[config.mk]
export PLATFORM = sky130hd
export DESIGN_NAME = enigma_rotor_stack_flat
export DESIGN_NICKNAME = d
export VERILOG_FILES = /design/src/rtl/enigma_rotor_stack_if.sv /design/src/rtl/enigma_rotor_stack.sv /design/src/flat_wrapper.sv
export SDC_FILE = /design/constraint.sdc
export NUM_CORES = 1
export LEC_CHECK = 0
export BUFFER_PORTS_ARGS = -buffer_cell sky130_fd_sc_hd__buf_4
export CAP_MARGIN = 40
export CELL_PAD_IN_SITES_DETAIL_PLACEMENT = 1
export CELL_PAD_IN_SITES_GLOBAL_PLACEMENT = 2
export CORE_MARGIN = 1
export CORE_UTILIZATION = 34
export CTS_CLUSTER_DIAMETER = 30
export DETAILED_ROUTE_END_ITERATION = 12
export MAX_ROUTING_LAYER = met4
export PLACE_DENSITY_LB_ADDON = 0.12
export SYNTH_ARGS = -nofsm -noshare
export SYNTH_HDL_FRONTEND = slang
export SYNTH_SLANG_ARGS = --single-unit
[constraint.sdc]
create_clock -name clk -period 9.9 [get_ports clk]
set_input_delay 1.485 -clock clk [delete_from_list [all_inputs] [get_ports clk]]
set_output_delay 1.485 -clock clk [all_outputs]
set_load 0.02 [all_outputs]
[src/rtl/enigma_rotor_stack_if.sv]
// Letter stream and slot-configuration bus of the rotor stack.
// The slave side is the cipher engine; the master side is the keyboard/display logic.
interface enigma_rotor_stack_if;
  logic       in_valid;
  logic       in_ready;
  logic [4:0] in_letter;
  logic       step_en;
  logic       out_valid;
  logic       out_ready;
  logic [4:0] out_letter;
  logic       out_err;
  logic       cfg_we;
  logic [2:0] cfg_slot;
  logic [2:0] cfg_wheel;
  logic [4:0] cfg_ring;
  logic [4:0] cfg_pos;
  logic       cfg_err;

  modport master (
    output in_valid, in_letter, step_en, out_ready,
    output cfg_we, cfg_slot, cfg_wheel, cfg_ring, cfg_pos,
    input  in_ready, out_valid, out_letter, out_err, cfg_err
  );

  modport slave (
    input  in_valid, in_letter, step_en, out_ready,
    input  cfg_we, cfg_slot, cfg_wheel, cfg_ring, cfg_pos,
    output in_ready, out_valid, out_letter, out_err, cfg_err
  );
endinterface

[src/rtl/enigma_rotor_stack.sv]
// Multi-rotor Enigma engine: selectable wheels I..V per slot, ring settings,
// double-step stepping and a fixed reflector. One stage per clock.
//
// state  | meaning
// -------+-------------------------------------------------------------
// IDLE   | ready for a letter; slot configuration writes accepted here
// STEP   | advance rotor windows (skipped for out-of-range letters)
// FWD    | pass through slot k, right to left (k = 0..N-1)
// REFL   | reflector
// BWD    | pass back through slot k, left to right (k = N-1..0)
// DONE   | hold result until the consumer takes it
module enigma_rotor_stack #(
  parameter int NUM_ROTORS = 3,
  parameter int REFLECTOR  = 0
) (
  input  logic                    clk,
  input  logic                    rst,
  enigma_rotor_stack_if.slave     bus,
  output logic [5*NUM_ROTORS-1:0] pos_out
);

  localparam logic [207:0] WIRE_I   = "EKMFLGDQVZNTOWYHXUSPAIBRCJ";
  localparam logic [207:0] WIRE_II  = "AJDKSIRUXBLHWTMCQGZNPYFVOE";
  localparam logic [207:0] WIRE_III = "BDFHJLCPRTXVZNYEIWGAKMUSQO";
  localparam logic [207:0] WIRE_IV  = "ESOVPZJAYQUIRHXLNFTGKDCMWB";
  localparam logic [207:0] WIRE_V   = "VZBRGITYUPSDNHLXAWMJQOFECK";
  localparam logic [207:0] REFL_WIRE = (REFLECTOR == 1) ? "FVPJIAOYEDRZXWGCTKUQSBNMHL"
                                                        : "YRUHQSLDPXNGOKMIEBFZCWVJAT";
  localparam logic [2:0] LAST = 3'(NUM_ROTORS - 1);

  typedef enum logic [2:0] {S_IDLE, S_STEP, S_FWD, S_REFL, S_BWD, S_DONE} state_t;

  // Wiring strings hold ASCII capitals, first character in the top byte.
  function automatic logic [4:0] rom_char(input logic [207:0] s, input logic [4:0] idx);
    return 5'(8'(s >> {5'd25 - idx, 3'b000}) - 8'd65);
  endfunction

  function automatic logic [4:0] wheel_map(input logic [2:0] wheel, input logic [4:0] idx);
    case (wheel)
      3'd0:    return rom_char(WIRE_I, idx);
      3'd1:    return rom_char(WIRE_II, idx);
      3'd2:    return rom_char(WIRE_III, idx);
      3'd3:    return rom_char(WIRE_IV, idx);
      default: return rom_char(WIRE_V, idx);
    endcase
  endfunction

  // Inverse wiring found by search so only the forward tables exist in source.
  function automatic logic [4:0] wheel_inv(input logic [2:0] wheel, input logic [4:0] c);
    logic [4:0] r;
    r = 5'd0;
    for (int j = 0; j < 26; j++)
      if (wheel_map(wheel, 5'(j)) == c) r = 5'(j);
    return r;
  endfunction

  function automatic logic [4:0] notch(input logic [2:0] wheel);
    case (wheel)
      3'd0:    return 5'd16;
      3'd1:    return 5'd4;
      3'd2:    return 5'd21;
      3'd3:    return 5'd9;
      default: return 5'd25;
    endcase
  endfunction

  function automatic logic [4:0] add26(input logic [4:0] a, input logic [4:0] b);
    logic [5:0] s;
    s = 6'(a) + 6'(b);
    return (s >= 6'd26) ? 5'(s - 6'd26) : s[4:0];
  endfunction

  function automatic logic [4:0] sub26(input logic [4:0] a, input logic [4:0] b);
    return (a >= b) ? (a - b) : 5'(6'(a) + 6'd26 - 6'(b));
  endfunction

  function automatic logic [4:0] through_slot(input logic [4:0] x, input logic [4:0] pos,
                                              input logic [4:0] ring, input logic [2:0] wheel,
                                              input logic inv);
    logic [4:0] t;
    logic [4:0] c;
    t = sub26(add26(x, pos), ring);
    c = inv ? wheel_inv(wheel, t) : wheel_map(wheel, t);
    return add26(sub26(c, pos), ring);
  endfunction

  state_t     state_q, state_n;
  logic [2:0] k_q, k_n;
  logic [4:0] x_q;
  logic       err_q;
  logic       step_q;
  logic       cfg_err_q;
  logic [4:0] pos_q   [NUM_ROTORS];
  logic [4:0] ring_q  [NUM_ROTORS];
  logic [2:0] wheel_q [NUM_ROTORS];

  logic                  accept;
  logic                  cfg_ok;
  logic [NUM_ROTORS-1:0] hit;
  logic [NUM_ROTORS-1:0] carry_in;
  logic [4:0]            pos_step [NUM_ROTORS];
  logic [4:0]            sel_pos;
  logic [4:0]            sel_ring;
  logic [2:0]            sel_wheel;
  logic [4:0]            x_stage;

  assign accept = bus.in_valid && (state_q == S_IDLE);
  assign cfg_ok = bus.cfg_we && (state_q == S_IDLE) && !accept &&
                  (int'(bus.cfg_slot) < NUM_ROTORS) && (bus.cfg_wheel < 3'd5) &&
                  (bus.cfg_ring < 5'd26) && (bus.cfg_pos < 5'd26);

  // FSM state and stage index register.
  always_ff @(posedge clk) begin
    if (rst) begin
      state_q <= S_IDLE;
      k_q     <= 3'd0;
    end else begin
      state_q <= state_n;
      k_q     <= k_n;
    end
  end

  // Next-state sequencing and handshake outputs.
  always_comb begin
    state_n       = state_q;
    k_n           = k_q;
    bus.in_ready  = 1'b0;
    bus.out_valid = 1'b0;
    case (state_q)
      S_IDLE: begin
        bus.in_ready = 1'b1;
        if (accept) state_n = S_STEP;
      end
      S_STEP: begin
        k_n     = 3'd0;
        state_n = err_q ? S_DONE : S_FWD;
      end
      S_FWD: begin
        if (k_q == LAST) state_n = S_REFL;
        else             k_n     = k_q + 3'd1;
      end
      S_REFL: begin
        state_n = S_BWD;
        k_n     = LAST;
      end
      S_BWD: begin
        if (k_q == 3'd0) state_n = S_DONE;
        else             k_n     = k_q - 3'd1;
      end
      S_DONE: begin
        bus.out_valid = 1'b1;
        if (bus.out_ready) state_n = S_IDLE;
      end
      default: state_n = S_IDLE;
    endcase
  end

  // Stepped positions from the pre-step windows; carry_in[i] means the slot to the right sits on its notch.
  always_comb begin
    for (int i = 0; i < NUM_ROTORS; i++)
      hit[i] = (pos_q[i] == notch(wheel_q[i]));
    carry_in = NUM_ROTORS'(hit << 1) | NUM_ROTORS'(1);
    for (int i = 0; i < NUM_ROTORS; i++)
      pos_step[i] = (carry_in[i] || (i > 0 && i < NUM_ROTORS - 1 && hit[i]))
                    ? add26(pos_q[i], 5'd1) : pos_q[i];
  end

  // Settings of the slot currently being traversed.
  always_comb begin
    sel_pos   = pos_q[0];
    sel_ring  = ring_q[0];
    sel_wheel = wheel_q[0];
    for (int i = 0; i < NUM_ROTORS; i++)
      if (k_q == 3'(i)) begin
        sel_pos   = pos_q[i];
        sel_ring  = ring_q[i];
        sel_wheel = wheel_q[i];
      end
  end

  // Letter after the current traversal stage.
  always_comb begin
    x_stage = x_q;
    case (state_q)
      S_FWD:   x_stage = through_slot(x_q, sel_pos, sel_ring, sel_wheel, 1'b0);
      S_REFL:  x_stage = rom_char(REFL_WIRE, x_q);
      S_BWD:   x_stage = through_slot(x_q, sel_pos, sel_ring, sel_wheel, 1'b1);
      default: x_stage = x_q;
    endcase
  end

  // Letter, slot configuration and stepping registers.
  always_ff @(posedge clk) begin
    if (rst) begin
      x_q       <= 5'd0;
      err_q     <= 1'b0;
      step_q    <= 1'b0;
      cfg_err_q <= 1'b0;
      for (int i = 0; i < NUM_ROTORS; i++) begin
        pos_q[i]   <= 5'd0;
        ring_q[i]  <= 5'd0;
        wheel_q[i] <= 3'((NUM_ROTORS - 1 - i) % 5);
      end
    end else begin
      cfg_err_q <= bus.cfg_we && !cfg_ok;
      case (state_q)
        S_IDLE: begin
          if (accept) begin
            x_q    <= bus.in_letter;
            err_q  <= (bus.in_letter >= 5'd26);
            step_q <= bus.step_en;
          end else if (cfg_ok) begin
            for (int i = 0; i < NUM_ROTORS; i++)
              if (bus.cfg_slot == 3'(i)) begin
                wheel_q[i] <= bus.cfg_wheel;
                ring_q[i]  <= bus.cfg_ring;
                pos_q[i]   <= bus.cfg_pos;
              end
          end
        end
        S_STEP: begin
          if (step_q && !err_q)
            for (int i = 0; i < NUM_ROTORS; i++) pos_q[i] <= pos_step[i];
        end
        S_FWD, S_REFL, S_BWD: x_q <= x_stage;
        default: ;
      endcase
    end
  end

  assign bus.out_letter = x_q;
  assign bus.out_err    = err_q;
  assign bus.cfg_err    = cfg_err_q;

  for (genvar g = 0; g < NUM_ROTORS; g++) begin : g_pos
    assign pos_out[5*g +: 5] = pos_q[g];
  end

endmodule

[src/flat_wrapper.sv]
// flat-port wrapper written by rule: the top's interface ports become plain ports
module enigma_rotor_stack_flat 
#(
  parameter int NUM_ROTORS = 3,
  parameter int REFLECTOR  = 0
)
  (clk, rst, pos_out, bus_in_valid, bus_in_letter, bus_step_en, bus_out_ready, bus_cfg_we, bus_cfg_slot, bus_cfg_wheel, bus_cfg_ring, bus_cfg_pos, bus_in_ready, bus_out_valid, bus_out_letter, bus_out_err, bus_cfg_err);
  enigma_rotor_stack_if bus_i ();
  input  logic clk;
  input  logic rst;
  output logic [5*NUM_ROTORS-1:0] pos_out;
  input wire logic [$bits(bus_i.in_valid)-1:0] bus_in_valid;
  input wire logic [$bits(bus_i.in_letter)-1:0] bus_in_letter;
  input wire logic [$bits(bus_i.step_en)-1:0] bus_step_en;
  input wire logic [$bits(bus_i.out_ready)-1:0] bus_out_ready;
  input wire logic [$bits(bus_i.cfg_we)-1:0] bus_cfg_we;
  input wire logic [$bits(bus_i.cfg_slot)-1:0] bus_cfg_slot;
  input wire logic [$bits(bus_i.cfg_wheel)-1:0] bus_cfg_wheel;
  input wire logic [$bits(bus_i.cfg_ring)-1:0] bus_cfg_ring;
  input wire logic [$bits(bus_i.cfg_pos)-1:0] bus_cfg_pos;
  output wire logic [$bits(bus_i.in_ready)-1:0] bus_in_ready;
  output wire logic [$bits(bus_i.out_valid)-1:0] bus_out_valid;
  output wire logic [$bits(bus_i.out_letter)-1:0] bus_out_letter;
  output wire logic [$bits(bus_i.out_err)-1:0] bus_out_err;
  output wire logic [$bits(bus_i.cfg_err)-1:0] bus_cfg_err;
  assign bus_i.in_valid = bus_in_valid;
  assign bus_i.in_letter = bus_in_letter;
  assign bus_i.step_en = bus_step_en;
  assign bus_i.out_ready = bus_out_ready;
  assign bus_i.cfg_we = bus_cfg_we;
  assign bus_i.cfg_slot = bus_cfg_slot;
  assign bus_i.cfg_wheel = bus_cfg_wheel;
  assign bus_i.cfg_ring = bus_cfg_ring;
  assign bus_i.cfg_pos = bus_cfg_pos;
  assign bus_in_ready = bus_i.in_ready;
  assign bus_out_valid = bus_i.out_valid;
  assign bus_out_letter = bus_i.out_letter;
  assign bus_out_err = bus_i.out_err;
  assign bus_cfg_err = bus_i.cfg_err;
  enigma_rotor_stack #(.NUM_ROTORS(NUM_ROTORS), .REFLECTOR(REFLECTOR)) u_core (.clk(clk), .rst(rst), .bus(bus_i), .pos_out(pos_out));
endmodule
After elaboration in Yosys (flattened, before gate mapping)
Memories as Yosys holds them, arrays and structs flattened.
Index checks and enable logic that the tools add are counted.

storage, ports and cells
  memory bits (writable) = 39
  flip-flop bits (word level) = 14
  bits of input ports = 27
  memories kept = 3

memories
  memory          depth  bits a word  rd ports  clocked after memory_dff  wr ports  line                      text
  u_core.pos_q    3      5            3         0                         3         enigma_rotor_stack.sv:93  logic [4:0] pos_q [NUM_ROTORS];
  u_core.ring_q   3      5            3         0                         3         enigma_rotor_stack.sv:94  logic [4:0] ring_q [NUM_ROTORS];
  u_core.wheel_q  3      3            3         0                         3         enigma_rotor_stack.sv:95  logic [2:0] wheel_q [NUM_ROTORS];

cells by class
  reductions and logical operators = 28
  $add $sub $neg = 31
  shift operators = 6
  bitwise gates (word level) = 12
  order comparisons = 14
  eq/ne operators = 52
  multiplexer cells = 147

operators with widths
  operator                 count
  $shr A207 B8 Y5 const A  6
  $pmux W5 S4              17
  $mux W5                  62
  $eq A5 B5 Y1             27
  $pmux W5 S3              8
  $pmux W4 S4              4
  $mux W3                  16
  $ge A6 B5 Y1 const B     6
  $mux W4                  8
  $eq A3 B2 Y1 const B     10
  $sub A5 B1 Y5 const B    6
  $sub A5 B5 Y5            6
  $sub A5 B5 Y5 const B    6
  $mux W1                  27
  $add A5 B1 Y6 const B    3
  $add A5 B5 Y6            3
  $eq A3 B1 Y1 const B     6
  $logic_not A3 Y1         6
  $pmux W3 S6              1
  $add A5 B5 Y5 const B    3
  $ge A5 B5 Y1             3
  $or A1 B1 Y1             12
  $pmux W3 S4              1
  $lt A5 B5 Y1 const B     2
  22 further kinds         41

Logic depth before layout (Yosys ltp)
  word-level depth = 44
  mapped depth = 54
  depth with buffers taken out = 50

Worst setup path before layout
No wires, ideal clock.

  kind = register to register
  start point = register u_core.k_q[0]
  end point = register u_core.x_q[1] (netlist: u_core.bus.out_letter[1])
  slack = 0.252 ns
  path buffers = 4
  stages on the path, launching flop included = 50
  arrival time = 9.577 ns
  cells stage by stage = dfxtp_1 > inv_1 > ha_1 > nor2b_1 > buf_6 > clkbuf_1 > a22oi_1 > o21ai_0 > ha_1 > inv_1 > fa_1 > inv_1 > a21oi_1 > o21bai_1 > xnor2_1 > o21ai_0 > nor2b_1 > xor2_1 > (+14 left out) > a31oi_1 > nor2_1 > o21ai_0 > nand2b_1 > buf_1 > nor2_1 > a21oi_1 > inv_1 > fa_1 > inv_1 > a21oi_1 > o21bai_1 > xnor2_1 > o21ai_0 > xnor2_1 > a21oi_1 > or4_1 > a21oi_1

between the ends
  longest elaborated chain between the ends = 44
  elaborated cells between the ends (all ways) = 157

RTL lines
  element                                        line                       text
  from (decl)                                    enigma_rotor_stack.sv:88   logic [2:0] k_q, k_n;
  from (signal assigned)                         enigma_rotor_stack.sv:119  k_q <= k_n;
  $eq A3 B1 Y1                                   enigma_rotor_stack.sv:174  if (k_q == 3'(i)) begin
  $mux W5 (2 in series)                          enigma_rotor_stack.sv:174
  $add A5 B5 Y6                                  enigma_rotor_stack.sv:69   s = 6'(a) + 6'(b);
  $sub A5 B5 Y5 or $ge A6 B5 Y1 (tied branches)  enigma_rotor_stack.sv:70   return (s >= 6'd26) ? 5'(s - 6'd26) : s[4:0];
  $mux W5                                        enigma_rotor_stack.sv:70
  $add A5 B5 Y5                                  enigma_rotor_stack.sv:74   return (a >= b) ? (a - b) : 5'(6'(a) + 6'd26 - 6'(b));
  $sub A5 B5 Y5                                  enigma_rotor_stack.sv:74
  $mux W5                                        enigma_rotor_stack.sv:74
  (+27 left out)                                 -
  $add A5 B5 Y5                                  enigma_rotor_stack.sv:74
  $sub A5 B5 Y5                                  enigma_rotor_stack.sv:74
  $mux W5                                        enigma_rotor_stack.sv:74
  $add A5 B5 Y6                                  enigma_rotor_stack.sv:69
  $sub A5 B5 Y5 or $ge A6 B5 Y1 (tied branches)  enigma_rotor_stack.sv:70
  $mux W5                                        enigma_rotor_stack.sv:70
  $pmux W5 S3 *                                  enigma_rotor_stack.sv:184  case (state_q)
  $pmux W5 S2 *                                  enigma_rotor_stack.sv:206  case (state_q)
  to (signal assigned)                           enigma_rotor_stack.sv:209  x_q <= bus.in_letter;
  to (signal assigned)                           enigma_rotor_stack.sv:225  S_FWD, S_REFL, S_BWD: x_q <= x_stage;
  to (decl)                                      enigma_rotor_stack.sv:89   logic [4:0] x_q;

Every way passes the cells marked *; elsewhere a longest branch is shown, timed or not. The select of a mux whose other input is x is not followed.
A chain may end at the register's enable or synchronous reset.

Final worst setup path
  start point = register u_core.k_q[1]
  end point = register u_core.x_q[1] (netlist: u_core.bus.out_letter[1])

Same word-level chain as after synthesis.

==> results.json <==
{
  "synth_ff_type": "edfxtp_1",
  "final_util_pct": 41.23,
  "cts_buffers": 5,
  "wl_per_cell_um": 22.85,
  "final_min_period_over_clock_period_pct": 95.67,
  "fmax_mhz": 105.6,
  "synthArstFlopShare_pct": 0,
  "grt_overflow": 0,
  "place_congestion": 0.9566,
  "antenna_cells": 0,
  "io_buffers": 50,
  "min_path_type": "reg -> reg",
  "cts_root_buf": "clkbuf_16",
  "min-delay-start": "u_core.step_q$_SDFFE_PP0P_",
  "path_common_cell": "a21oi_2",
  "path_clk_slew_ps": 70,
  "grt_max_degree": 63,
  "wl_um": 37430,
  "syn_inst": 1208,
  "nets": 1420,
  "drive_above_1_share_pct": 23.90,
  "ys_seq_area_share_pct": 15.63,
  "vias": 9915,
  "arrival_ps": 9710,
  "worstSetupStartpointType": "flop",
  "slew_violations": 0,
  "grt_pass1_vias": 10004,
  "syn-num-nets": 1332,
  "path_max_fanout": 15,
  "ant_nets": 0,
  "final_common_cell": "buf_4",
  "status": "finished, final reports clean",
  "setup_viol": 0,
  "cts_tree": "yes",
  "hpwl_um": 28150,
  "cts_hold_buffers": 0,
  "drtPass1Iterations": 5,
  "critPathKind": "reg -> reg",
  "antenna_found_initial": 0,
  "drcViolationCount": 0,
  "dieWidth_um": 167.3,
  "num_rows": 60,
  "worstMarginPinSlew_ps": 863.1,
  "slew_headroom_pct": 42.10,
  "slowest_stage": "fa_1",
  "yosys_warnings": 0,
  "slowest_delay_ps": 600,
  "cp_data_required_time_ps": 10140,
  "synth_edf_count": 39,
  "initial_core_util_pct": 34.55,
  "core-area_um2": 26880,
  "rr_startpoint": "u_core.k_q[1]$_SDFFE_PP0P_",
  "layout_common_cells": "153 x buf_4, 109 x nor2_1, 97 x nand2_1, 84 x o21ai_0, 74 x ha_1",
  "synth_area_per_cell_um2": 7.687,
  "yosysUniqueCellTypes": 110,
  "finClkSkew_ps": 2.591,
  "drt-initial-drc-count": 716,
  "layout_min_cycle_time_ps": 9472,
  "clock_latency_ps": 290,
  "dieHeight_um": 167.3,
  "fin_tns_setup_ps": 0,
  "cp-startpoint": "u_core.k_q[1]$_SDFFE_PP0P_",
  "dieArea_um2": 27980,
  "hold_viol": 0,
  "ctsLongestPathBuffers": 2,
  "grt_pass1_wl_um": 57550,
  "synth_area_um2": 9286,
  "via_per_inst": 6.053,
  "syn2layout_area_growth_pct": 19.32,
  "ios": 51,
  "htreeDepth": 2,
  "track_usage_pct": 26.79,
  "cap_violations": 0,
  "synth_seq_cells": 53,
  "cp-end-kind": "flop",
  "clock-sinks": 53
}
-- layer usage --
metal,GRT usage (%),vias to the layer above,share of wire (%)
met5,-,-,0
met4,11.49,0,4.3
met3,2.245,93,4.1
met2,44.24,310,48
met1,33.55,4863,44
li1,-,4649,-
-- through the flow --
step	worst slack [ps]	hold slack, ps	instance area, um^2	instances
floorplan	252.4	449.4	9286	1208
finish	428.5	477.9	11080	1638
detailed placement	-446.6	469.1	10150	1582
global route	-141.0	509.8	11080	1638
global placement	-302.1	465.1	10150	1582
CTS	11.56	479.0	10490	1604
-- synth_stat cells, types with 6 or more instances --
master / number / area share, %
a21o_1: 12 / 0.97
nor4_1: 10 / 0.67
o21ai_0: 90 / 4.9
nor3_1: 42 / 2.3
buf_6: 12 / 1.5
nand2_2: 6 / 0.40
nor3_2: 7 / 0.75
fa_1: 13 / 2.8
nand2_1: 98 / 4.0
a211oi_1: 19 / 1.5
a21oi_1: 81 / 4.4
o21ai_1: 13 / 0.70
mux2i_1: 12 / 1.3
dfxtp_1: 14 / 3.0
nor2b_1: 6 / 0.40
and2_1: 9 / 0.61
o22ai_1: 15 / 1.0
xnor2_1: 40 / 3.8
ha_1: 84 / 11
a211o_1: 8 / 0.75
xor2_1: 27 / 2.5
o2111ai_1: 7 / 0.66
buf_4: 13 / 1.1
o221ai_1: 8 / 0.75
nand2b_1: 16 / 1.1
o211ai_1: 20 / 1.6
a22oi_1: 16 / 1.3
inv_1: 69 / 2.8
nand3_1: 43 / 2.3
buf_2: 22 / 1.2
clkbuf_1: 33 / 1.3
or3_1: 6 / 0.40
o31ai_1: 10 / 0.81
edfxtp_1: 39 / 13
a31oi_1: 20 / 1.3
nor2_1: 112 / 4.5
-- worst max-delay path: cells and delay by family, from the launching register on --
kind / cells / cell delay, ps
compound gates: 23 / 4090
fa+ha+maj: 8 / 2350
simple gates: 9 / 1330
buf+inv: 6 / 670
xor+xnor: 3 / 580
flops: 1 / 370
-- registers in the layout, summed over array words and instances (netlist names) --
name,flops
u_core.state_q,3
u_core.bus.out_err,1
u_core.k_q,3
u_core.bus.cfg_err,1
u_core.wheel_q,9
u_core.pos_q,15
u_core.step_q,1
u_core.bus.out_letter,5
u_core.ring_q,15
-- cells by family (layout without fill, tap and decap cells) --
family / Yosys count / in the layout / synth area share (%)
compound gates: 409 / 409 / 31.22
xor+xnor: 68 / 68 / 6.616
fa+ha+maj: 98 / 98 / 14.23
buf+inv: 158 / 247 / 8.192
flops: 53 / 53 / 15.63
mux: 18 / 18 / 2.264
simple gates: 404 / 404 / 21.85
-- layout make-up --
class	count	area, um^2
timing repair buffer	165	1359
inverter	74	277.8
fill	3292	15800
clock inverter	3	17.52
multi-input combinational	997	7421
clock buffer	5	125.1
sequential	53	1454
tap	341	426.7
-- final timing paths --
| kind | to | slack (ps) | cells past startpoint |
|---|---|---|---|
| max | u_core.bus.out_letter[1]$_SDFFE_PP0P_ | 430 | 49 |
| min | u_core.step_q$_SDFFE_PP0P_ | 480 | 2 |
| max reg2reg | u_core.bus.out_letter[1]$_SDFFE_PP0P_ | 430 | 49 |
| min reg2reg | u_core.step_q$_SDFFE_PP0P_ | 480 | 2 |
-- repair_timing --
action                                  CTS  global route
cloned                                    0             1
pin swaps                                 4            41
buffers inserted                         14            33
gates resized for setup                  16            75
endpoints found under the setup margin    4             4
Power is left out: the tool's default activity adds up to more than one toggle a clock period on the data nets, which glitch-free logic cannot reach.
